**src/rtl/dpbram_stream_reader.sv**
```systemverilog
// ---------------------------------------------------------------------------
// dpbram_stream_reader: sweeps a RAM address range on port B and re-emits the
// words as a valid/ready stream with a last flag.            Rev 1.0
// ---------------------------------------------------------------------------
`default_nettype none

module dpbram_stream_reader #(
  parameter int DATA_WIDTH = 32,
  parameter int ADDR_WIDTH = 10
) (
  input  logic                  i_clk,
  input  logic                  i_reset_n,
  input  logic                  i_start,
  input  logic [ADDR_WIDTH-1:0] i_base_addr,
  input  logic [ADDR_WIDTH:0]   i_len,
  output logic                  o_busy,
  output logic                  o_done,
  output logic                  o_enB,
  output logic [ADDR_WIDTH-1:0] o_addrB,
  input  logic [DATA_WIDTH-1:0] i_doutB,
  output logic                  o_valid,
  input  logic                  i_ready,
  output logic [DATA_WIDTH-1:0] o_data,
  output logic                  o_last
);

  typedef enum logic [1:0] {
    IDLE  = 2'd0,
    READ  = 2'd1,
    DRAIN = 2'd2,
    DONE  = 2'd3
  } state_t;

  state_t                state;
  logic [ADDR_WIDTH-1:0] addr;
  logic [ADDR_WIDTH:0]   remaining;
  logic                  inflight;
  logic                  inflight_last;
  logic [DATA_WIDTH-1:0] fifo_data [2];
  logic [1:0]            fifo_last;
  logic                  wr_ptr;
  logic                  rd_ptr;
  logic [1:0]            fifo_count;
  logic                  pop;
  logic                  issue;
  logic                  last_issue;
  logic [2:0]            occupancy;

  assign o_valid   = (fifo_count != 2'd0);
  assign pop       = o_valid & i_ready;
  // Slots committed after this edge; keeping it below 2 makes overflow impossible.
  assign occupancy = {1'b0, fifo_count} + {2'b00, inflight} - {2'b00, pop};
  assign issue     = (state == READ) && (remaining != '0) && (occupancy < 3'd2);
  assign last_issue = issue && (remaining == {{ADDR_WIDTH{1'b0}}, 1'b1});

  assign o_enB   = issue;
  assign o_addrB = addr;
  assign o_data  = o_valid ? fifo_data[rd_ptr] : '0;
  assign o_last  = o_valid & fifo_last[rd_ptr];
  assign o_busy  = (state == READ) || (state == DRAIN);
  assign o_done  = (state == DONE);

  always_ff @(posedge i_clk) begin
    if (inflight) begin
      fifo_data[wr_ptr] <= i_doutB;
    end
  end

  always_ff @(posedge i_clk) begin
    if (!i_reset_n) begin
      state         <= IDLE;
      addr          <= '0;
      remaining     <= '0;
      inflight      <= 1'b0;
      inflight_last <= 1'b0;
      wr_ptr        <= 1'b0;
      rd_ptr        <= 1'b0;
      fifo_count    <= 2'd0;
      fifo_last     <= 2'b00;
    end else begin
      inflight      <= issue;
      inflight_last <= last_issue;
      if (inflight) begin
        fifo_last[wr_ptr] <= inflight_last;
        wr_ptr            <= ~wr_ptr;
      end
      if (pop) begin
        rd_ptr <= ~rd_ptr;
      end
      fifo_count <= fifo_count + {1'b0, inflight} - {1'b0, pop};
      if (issue) begin
        addr      <= addr + 1'b1;
        remaining <= remaining - 1'b1;
      end
      case (state)
        IDLE: begin
          if (i_start) begin
            addr      <= i_base_addr;
            remaining <= i_len;
            state     <= (i_len == '0) ? DONE : READ;
          end
        end
        READ:    if (last_issue) state <= DRAIN;
        DRAIN:   if (pop && o_last) state <= DONE;
        DONE:    state <= IDLE;
        default: state <= IDLE;
      endcase
    end
  end

endmodule

`default_nettype wire
```
**config.mk**
```make
export PLATFORM = sky130hd
export DESIGN_NAME = dpbram_stream_reader
export DESIGN_NICKNAME = d
export VERILOG_FILES = /design/src/rtl/dpbram_stream_reader.sv
export SDC_FILE = /design/constraint.sdc
export NUM_CORES = 1
export LEC_CHECK = 0
export CAP_MARGIN = 20
export CORE_MARGIN = 2
export CORE_UTILIZATION = 41
export CTS_CLUSTER_SIZE = 16
export DETAILED_ROUTE_END_ITERATION = 10
export PLACE_DENSITY = 0.69
export SYNTH_ARGS = -nofsm -noshare
export SYNTH_HDL_FRONTEND = slang
export SYNTH_SLANG_ARGS = --single-unit
```
**constraint.sdc**
```tcl
create_clock -name i_clk -period 3.8 [get_ports i_clk]
set_input_delay 0.76 -clock i_clk [delete_from_list [all_inputs] [get_ports i_clk]]
set_output_delay 0.76 -clock i_clk [all_outputs]
set_load 0.03 [all_outputs]
```
==> impl_metrics.yaml <==
status:
  status: "complete, no violations"
grt:
  grt.total_usage_pct: 16.06
  grt_max_degree: 39
  grt_pass1_wl_microns: 14010
  grt_remaining_overflow: 0
  antenna_found_initial: 0
  met1_usage_pct: 21.00
  use_met3_pct: 2.807
  grt.busiest_layer: "met2"
  met2_usage_pct: 26.35
  grt_pass1_vias: 2888
yosys:
  synth_common_cells: "edfxtp_1 (64), mux2i_1 (37), nor2_1 (36)"
  yosysSeqAreaShare_pct: 61.48
  netlist_instances: 346
  ys_ff_latch: 96
  yosysWarningCount: 0
  synth_top_area_cell: "edfxtp_1"
  synth_nets: 414
  synth_top_area_share_pct: 46.11
  yosysMostFrequentCell: "edfxtp_1"
  synth_ff_type: "edfxtp_1"
  synth_area_leaders: "edfxtp_1 (46%), dfxtp_1 (15%), mux2i_1 (8.9%)"
  synth.cell_area_sq_mm: 0.004168
  yosysUniqueCellTypes: 39
  synth-edff-count: 64
  syn_area_per_cell_sq_um: 12.05
  synthArstFlopShare_pct: 0
timing:
  period_needed_ps: 3624
  setup_violations: 0
  tns_ps: 0
  period_share_pct: 95.38
  maxSlewViolCount: 0
  hold_ws_ps: 498.7
  hold_violations: 0
  relSlewSlack_pct: 32.52
  skew_ps: 7.572
  worstMarginPinSlew_ps: 1010
  fmax_ghz: 0.2759
  rsz0062_at_grt: "false"
drt:
  via_per_inst: 4.995
  drt_first_pass_iters: 5
  finalWirelength_microns: 8686
  drtIter0Drc: 129
  antenna_left: 0
  vias: 2957
  wl_per_cell_microns: 14.67
  route.detailed.drc: 0
setup_path:
  worst-r2r-cell-count: 12
  worstSetupEndpointType: "primary output"
  crit_start: "i_ready"
  r2r_start: "fifo_count[1]"
  cp.arrival_ps: 2860
  timing.setup.critical_path_class: "in -> out"
  worst_setup_path_start_kind: "primary input"
  crit_fanout: 3
  cp.required_ps: 3040
  r2r-end: "state[1]"
  reg2reg_slack_ps: 810
die:
  fp.dieArea_sq_mm: 0.01099
  start_util_pct: 42.44
  ioPinCount: 104
  die_w_microns: 104.8
  rows: 36
  die_h_microns: 104.8
  core_area_sq_mm: 0.009819
cells_and_area:
  design_area_sq_mm: 0.005582
  finalNetCount: 523
  diodes: 0
  drive_above_1_share_pct: 8.061
  area_growth_pct: 33.92
placement:
  io_buffer_count: 103
  hpwl_microns: 6187
  gp_congestion: 0.7769
  placed_area_sq_mm: 0.005383
cts:
  postCtsSetupBuffers: 0
  numCtsBuffers: 9
  cts_sinks: 96
  clockBufferDepth: 2
  cts_resized: 0
  cts_tree: "done"
  clock_latency_ps: 360
  clkTransAtPathRegs_ps: 90
  h-tree-depth: 3
  postCtsHoldBufs: 0
  root_buffer: "clkbuf_8"
worst_hold_path:
  hold_end: "wr_ptr"
  worstHoldStart: "wr_ptr"
  hp-class: "reg -> reg"
  worstHoldPathCells: 2
flow_run:
  max_cap_violations: 0
pwr:
  peakVddDrop_mv: 0.3728
  power_density_mw_per_mm2: 746.5
  leakage_nw: 1.905
==> sequential cells by signal, summed over array words and instances, names as in the netlist, 2 cells and up, named ones only <==
name / count
remaining: 11
fifo_last: 2
fifo_count: 2
fifo_data: 64
state: 2
o_addrB: 10
==> area by class of cell <==
class	instances	area, sq um
multi-input cells	220	1509
repair buffers	113	1107
clock buffers	12	135.1
clock inverters	3	43.79
flip-flops and latches	96	2564
fillers	866	4238
well taps	133	166.4
inverters	15	56.30
==> where the power goes <==
group | internal [mW] | switching, mW
Combinational | 0.853 | 1.18
Sequential | 1.32 | 0.171
Clock | 0.302 | 0.333
Total | 2.48 | 1.69
==> cells in the final DEF, fill, tap and decap left out, types with 3 or more instances in the layout <==
master           instances
nor2_1                  35
and2_1                   3
xnor2_1                  7
clkdlybuf4s50_1        102
o21ai_0                 24
xor2_1                  11
nor3_1                   8
dfxtp_1                 31
nand2_1                 15
nor2b_1                  4
inv_1                   14
ha_1                    10
a21oi_1                 18
mux2i_1                 37
nor4_1                   5
clkbuf_1                 3
clkbuf_8                 9
nand4_1                  5
nand3_1                 10
buf_4                   10
edfxtp_1                64
==> how the worst max path moves through the flow <==
stage / endpoint / slack, ps / cells past startpoint
3_3_place_gp: o_enB / 120 / 13
3_5_place_dp: o_enB / 90 / 13
6_report: o_enB / 180 / 13
2_1_floorplan: o_enB / 450 / 11
4_1_cts: o_enB / 80 / 13
5_1_grt: o_enB / 7 / 13
==> metal layers <==
layer | vias up | share of wire (%) | routed length [microns]
li1 | 1455 | - | -
met1 | 1401 | 46 | 3993
met2 | 92 | 49 | 4219
met3 | 9 | 4.2 | 369
met4 | 0 | 1.2 | 103
met5 | - | 0 | 0
==> through the flow <==
step | instances | worst slack (ps) | util, % | power (mW)
2_1_floorplan | 346 | 450.2 | - | 2.760
3_3_place_gp | 577 | 122.5 | 54.82 | 3.502
3_5_place_dp | 577 | 91.99 | 54.82 | 3.543
4_1_cts | 592 | 77.64 | 56.64 | 4.187
5_1_grt | 592 | 6.753 | 56.84 | 4.417
6_report | 592 | 175.6 | 56.84 | 4.167
==> critical path, cell delays in order <==
cell and delay, ps:
clkdlybuf4s50_1 480, o21ai_2 60, inv_1 70, ha_1 210
inv_1 60, ha_1 140, inv_1 50, fa_2 530
nand2_1 80, nor2_2 130, nand2_2 80, inv_2 70
buf_6 120
==> kinds of logic (layout without fill, tap and decap cells) <==
logic type | Yosys count | count (layout) | share of synthesized area [%]
buf+inv | 30 | 143 | 2.792
flops | 96 | 96 | 61.48
xor+xnor | 19 | 19 | 3.993
simple gates | 103 | 103 | 12.82
mux | 37 | 37 | 8.886
fa+ha+maj | 11 | 11 | 3.482
compound gates | 50 | 50 | 6.545
Note: power is estimated with default switching activity, not from simulation.
